$ cat src/rtl/eth_rx.sv
// eth_rx: RMII receive path. It strips the preamble and SFD, assembles bytes
// LSB first, checks the FCS with CRC-32 and holds back the last four bytes so
// the FCS never reaches the byte stream. It reports each frame end together
// with its error flags.
//
// Ports
//   Clk            in   50 MHz RMII reference clock
//   Rst            in   synchronous, active-high reset
//   Rxd[1:0]       in   receive dibit, Rxd[0] is the earlier bit on the wire
//   Crs_Dv         in   carrier sense / data valid
//   Rx_Byte[7:0]   out  received byte (destination address .. last pad byte)
//   Rx_Byte_Valid  out  one-cycle strobe per Rx_Byte
//   Rx_Sof         out  asserted with the first Rx_Byte_Valid of a frame
//   Rx_Eof         out  one-cycle end-of-frame strobe
//   Rx_Good        out  frame had no errors (qualified by Rx_Eof)
//   Rx_Err[2:0]    out  {align, len, crc} (qualified by Rx_Eof)
//
// state    | meaning
// IDLE     | waiting for the first preamble dibit
// PREAMBLE | counting preamble dibits, waiting for the SFD
// DATA     | assembling bytes, running the CRC, emitting delayed bytes
// DROP     | discarding the rest of the carrier (bad preamble or oversize)
module eth_rx #(
  parameter int pMIN_PRE = 8,
  parameter int pMIN_LEN = 64,
  parameter int pMAX_LEN = 1518
) (
  input  logic       Clk,
  input  logic       Rst,
  input  logic [1:0] Rxd,
  input  logic       Crs_Dv,
  output logic [7:0] Rx_Byte,
  output logic       Rx_Byte_Valid,
  output logic       Rx_Sof,
  output logic       Rx_Eof,
  output logic       Rx_Good,
  output logic [2:0] Rx_Err
);

  localparam int          PRE_W    = $clog2(pMIN_PRE + 1);
  localparam logic [PRE_W-1:0] MIN_PRE = PRE_W'(pMIN_PRE);
  localparam logic [10:0] MIN_LEN  = 11'(pMIN_LEN);
  localparam logic [10:0] MAX_P1   = 11'(pMAX_LEN + 1);
  localparam logic [31:0] CRC_POLY = 32'hEDB88320;
  localparam logic [31:0] CRC_INIT = 32'hFFFFFFFF;
  localparam logic [31:0] RESIDUE  = 32'hDEBB20E3;

  typedef enum logic [1:0] {IDLE, PREAMBLE, DATA, DROP} state_t;

  state_t           state;
  logic [PRE_W-1:0] pre_cnt;
  logic [1:0]       phase;
  logic [5:0]       shift;      // first three dibits of the byte being built
  logic [10:0]      byte_cnt;
  logic [31:0]      crc;
  logic [3:0][7:0]  dly;        // FCS hold-back line, dly[3] is the oldest
  logic             oversize;

  logic [7:0]  new_byte;
  logic [10:0] cnt_inc;
  logic [31:0] crc_next;
  logic        align_err;
  logic        len_err;
  logic        crc_err;

  function automatic logic [31:0] crc_update(input logic [31:0] c, input logic [7:0] b);
    logic [31:0] r;
    r = c ^ {24'h000000, b};
    for (int i = 0; i < 8; i++) begin
      r = r[0] ? ((r >> 1) ^ CRC_POLY) : (r >> 1);
    end
    return r;
  endfunction

  always_comb begin
    new_byte  = {Rxd, shift};
    cnt_inc   = (byte_cnt == 11'h7FF) ? byte_cnt : byte_cnt + 11'd1;
    crc_next  = crc_update(crc, new_byte);
    align_err = (phase != 2'd0);
    len_err   = (byte_cnt < MIN_LEN);
    // a misaligned or short frame is never reported as having a good CRC
    crc_err   = (crc != RESIDUE) || len_err || align_err;
  end

  always_ff @(posedge Clk) begin
    if (Rst) begin
      state         <= IDLE;
      pre_cnt       <= '0;
      phase         <= '0;
      shift         <= '0;
      byte_cnt      <= '0;
      crc           <= '0;
      dly           <= '0;
      oversize      <= 1'b0;
      Rx_Byte       <= '0;
      Rx_Byte_Valid <= 1'b0;
      Rx_Sof        <= 1'b0;
      Rx_Eof        <= 1'b0;
      Rx_Good       <= 1'b0;
      Rx_Err        <= '0;
    end else begin
      Rx_Byte_Valid <= 1'b0;
      Rx_Sof        <= 1'b0;
      Rx_Eof        <= 1'b0;
      Rx_Good       <= 1'b0;
      Rx_Err        <= '0;
      case (state)
        IDLE: begin
          if (Crs_Dv && Rxd == 2'b01) begin
            state   <= PREAMBLE;
            pre_cnt <= PRE_W'(1);
          end
        end
        PREAMBLE: begin
          oversize <= 1'b0;
          if (!Crs_Dv) begin
            state <= IDLE;
          end else if (Rxd == 2'b01) begin
            if (pre_cnt < MIN_PRE) pre_cnt <= pre_cnt + 1'b1;
          end else if (Rxd == 2'b11 && pre_cnt >= MIN_PRE) begin
            state    <= DATA;
            phase    <= '0;
            shift    <= '0;
            byte_cnt <= '0;
            crc      <= CRC_INIT;
          end else begin
            state <= DROP;
          end
        end
        DATA: begin
          if (!Crs_Dv) begin
            // whatever is still in dly is the FCS and is simply abandoned
            Rx_Eof  <= 1'b1;
            Rx_Err  <= {align_err, len_err, crc_err};
            Rx_Good <= ~crc_err;
            state   <= IDLE;
          end else begin
            phase <= phase + 2'd1;
            shift <= {Rxd, shift[5:2]};
            if (phase == 2'd3) begin
              byte_cnt <= cnt_inc;
              crc      <= crc_next;
              dly      <= {dly[2:0], new_byte};
              if (cnt_inc == MAX_P1) begin
                state    <= DROP;
                oversize <= 1'b1;
              end else if (byte_cnt >= 11'd4) begin
                Rx_Byte       <= dly[3];
                Rx_Byte_Valid <= 1'b1;
                Rx_Sof        <= (byte_cnt == 11'd4);
              end
            end
          end
        end
        DROP: begin
          if (!Crs_Dv) begin
            state    <= IDLE;
            oversize <= 1'b0;
            if (oversize) begin
              Rx_Eof <= 1'b1;
              Rx_Err <= 3'b011;
            end
          end
        end
        default: state <= IDLE;
      endcase
    end
  end

endmodule
$ cat config.mk
export PLATFORM = sky130hd
export DESIGN_NAME = eth_rx
export DESIGN_NICKNAME = d
export VERILOG_FILES = /design/src/rtl/eth_rx.sv
export SDC_FILE = /design/constraint.sdc
export NUM_CORES = 1
export LEC_CHECK = 0
export BUFFER_PORTS_ARGS = -buffer_cell sky130_fd_sc_hd__buf_4
export CAP_MARGIN = 5
export CELL_PAD_IN_SITES_DETAIL_PLACEMENT = 1
export CELL_PAD_IN_SITES_GLOBAL_PLACEMENT = 2
export CORE_MARGIN = 4
export CORE_UTILIZATION = 32
export CTS_CLUSTER_DIAMETER = 80
export DETAILED_ROUTE_END_ITERATION = 10
export GPL_TIMING_DRIVEN = 0
export PLACE_DENSITY_LB_ADDON = 0.1
export SYNTH_ARGS = -nofsm -noshare
export SYNTH_HDL_FRONTEND = slang
export SYNTH_SLANG_ARGS = --single-unit
$ cat constraint.sdc
create_clock -name Clk -period 3.11 [get_ports Clk]
set_input_delay 0.1555 -clock Clk [delete_from_list [all_inputs] [get_ports Clk]]
set_output_delay 0.1555 -clock Clk [all_outputs]
set_load 0.005 [all_outputs]
==> out/metrics.yaml <==
io_pins: 20
rsz0062_at_grt: "no"
fin_crit_sh_pct: 89.8
dieArea_um2: 18000
clk_pin_slew_ns: 0.07
synth_area_um2: 5090
fin_nets: 640
syn_nets: 613
synth-async-reset-ratio_pct: 0
routed_wl_um: 15400
cts.repair.resized: 0
avgViaCountPerCell: 5.00
dpl_cell_area_um2: 5480
start_util_pct: 33.1
crit_start: "byte_cnt[1]"
die_h_um: 134
holdCritStartpoint: "Rxd[0]"
gp_congestion: 0.763
detail-route-antenna-nets: 0
holdPathEnd: "dly[6]"
required_ns: 3.32
maxCapViolCount: 0
grt_max_degree: 19
numClockSinks: 105
irDropWorstVdd_uv: 270
synth.distinct_cells: 54
post-route-drc-count: 0
reg2reg_depth: 9
area_delta_synth_final_pct: 13.0
startpoint_type: "register"
grt_pass1_vias: 4367
stdcell_area_um2: 5760
wl_per_cell_um: 18.3
final-hold-violation-count: 0
synth_seq_area_share_pct: 41.3
report.final.setup_viol: 0
reg2reg_setup_slack_ns: 0.32
syn_avg_cell_area_um2: 8.45
antenna_found_initial: 0
clock-skew-final_ns: 0.0109
timing.rr.end: "Rx_Sof"
synth_warnings: 0
cts_tree: "done"
cp.arrival_ns: 3.00
min_path_cells: 3
fin_util_pct: 37.5
finalMaxSlewViolations: 0
max-clock-path-buffers: 2
path_class: "reg2reg"
status: "completed"
ctsHtreeMaxLevel: 3
core-area_um2: 15400
grt-ovfl-total: 0
critPathCaptureType: "register"
port_buffers: 16
synth_ff_type: "dfxtp_1"
synth_edf_count: 0
clk-insertion-delay-late_ns: 0.36
layoutNonFillerInstCount: 846
tightest_slew_ns: 0.842
rows: 45
num_vias: 4231
cts_setup_buffers: 0
cts_root_buf: "clkbuf_16"
fin_setup_tns_ns: 0
leakagePower_nw: 1.86
drtIter0Drc: 190
n_antenna_cell: 0
grt_util_all_layers_pct: 18.1
numCtsBuffers: 9
hp-class: "in2reg"
grt_pass1_wl_um: 25400
ys_ff_latch: 105
die_x_um: 134
netlist_instances: 603
r2r-start: "byte_cnt[1]"
pwr_density_cell_nw_per_um2: 446
max-slew-margin-rel_pct: 43.9
cp_max_fo: 10
timing.fmax_ghz: 0.358
drt-pass1-iter-count: 4
dp_cells: 830
layout-drive-gt1-share_pct: 8.98
cts_hold_buf: 0
dp.final_hpwl_um: 11600
min_period_ns: 2.79
## kinds of logic (layout without fill, tap and decap cells)
family | after synthesis | count (layout) | share of synthesized area, %
adders and majority gates | 5 | 5 | 1.23
and+or+nand+nor | 243 | 243 | 22.2
muxes | 10 | 10 | 1.99
buffers and inverters | 51 | 83 | 3.95
AOI/OAI and AO/OA | 118 | 118 | 14.3
xor gates and xnor gates | 71 | 71 | 15.1
DFF | 105 | 105 | 41.3
## registers in the layout, indices dropped and copies added (netlist names)
signal,flops
shift,6
Rx_Err,3
Rx_Good,1
crc,32
Rx_Sof,1
Rx_Byte,8
pre_cnt,4
Rx_Eof,1
phase,2
dly,32
Rx_Byte_Valid,1
state,2
byte_cnt,11
oversize,1
## metal layers
metal / part of all wire [%] / track usage [%]
met1: 51 / 26.4
met5: 0 / 0
met4: 1.5 / 5.66
met3: 2.1 / 2.44
met2: 45 / 27.9
## Yosys cell counts (all sizes together) (4+ instances only)
| cell | n | area [um2] |
|---|---|---|
| dfxtp | 105 | 2100 |
| nand2 | 95 | 357 |
| nor2 | 61 | 229 |
| a21oi | 58 | 290 |
| xnor2 | 51 | 514 |
| clkbuf | 31 | 116 |
| a211oi | 24 | 185 |
| nand2b | 23 | 144 |
| xor2 | 18 | 210 |
| nor3 | 16 | 80.1 |
| buf | 13 | 58.8 |
| nand3 | 13 | 65.1 |
| o21ai | 10 | 50.0 |
| mux2i | 9 | 90.1 |
| inv | 7 | 26.3 |
| nand4 | 7 | 43.8 |
| ha | 5 | 62.6 |
| a311oi | 4 | 35.0 |
| nand4b | 4 | 35.0 |
| o22ai | 4 | 25.0 |
## where the power goes
group          switching (mW)  internal, mW
logic                  0.0719        0.0368
clock network           0.557         0.556
registers             0.00160          1.34
## worst max-delay path, cell delays in order, from the launching register on
cell     delay, ns
dfxtp_1       0.50
ha_1          0.21
buf_2         0.21
nand3_1       0.19
nor3_1        0.27
mux2_2        0.38
or3_1         0.31
o21ba_2       0.19
buf_2         0.21
nor4b_1       0.18
## cell type report
type,count,area (um2)
Clock buffer,10,229
Timing Repair Buffer,16,120
Sequential cell,105,2100
Buffer,44,175
Multi-Input combinational cell,447,2790
Fill cell,1837,9610
Clock inverter,6,50.0
Inverter,7,26.3
Tap cell,211,264
## cell usage in the layout, fill, tap and decap left out, types with 4 or more instances in the layout
| master | n |
|---|---|
| nor3_1 | 16 |
| o22ai_1 | 4 |
| xor2_1 | 14 |
| a311oi_1 | 4 |
| ha_1 | 5 |
| buf_2 | 8 |
| o21ai_0 | 7 |
| mux2i_1 | 9 |
| nand4_1 | 7 |
| nand3_1 | 13 |
| nand4b_1 | 4 |
| buf_1 | 5 |
| nor2_1 | 61 |
| inv_1 | 7 |
| clkbuf_16 | 9 |
| a211oi_1 | 23 |
| nand2_1 | 95 |
| buf_4 | 16 |
| xnor2_2 | 9 |
| xnor2_1 | 42 |
| a21oi_1 | 58 |
| dfxtp_1 | 105 |
| clkbuf_1 | 32 |
| nand2b_1 | 23 |
## how the worst max path moves through the flow
| stage | end | slack [ns] |
|---|---|---|
| after floorplan | Rx_Sof | 0.76 |
| after global placement | Rx_Sof | 0.42 |
| after detailed placement | Rx_Sof | 0.33 |
| after CTS | Rx_Sof | 0.32 |
| after global routing | crc[17] | 0.08 |
| final | Rx_Sof | 0.32 |
## per-stage QoR
step           hold WS, ns  power (mW)  worst slack [ns]
2_1_floorplan        0.291        1.45             0.756
3_3_place_gp         0.441        1.49             0.424
3_5_place_dp         0.443        1.49             0.332
4_1_cts             0.0933        2.61             0.319
5_1_grt              0.102        2.68            0.0808
6_report             0.108        2.57             0.317
(Power assumes the default switching activity.)
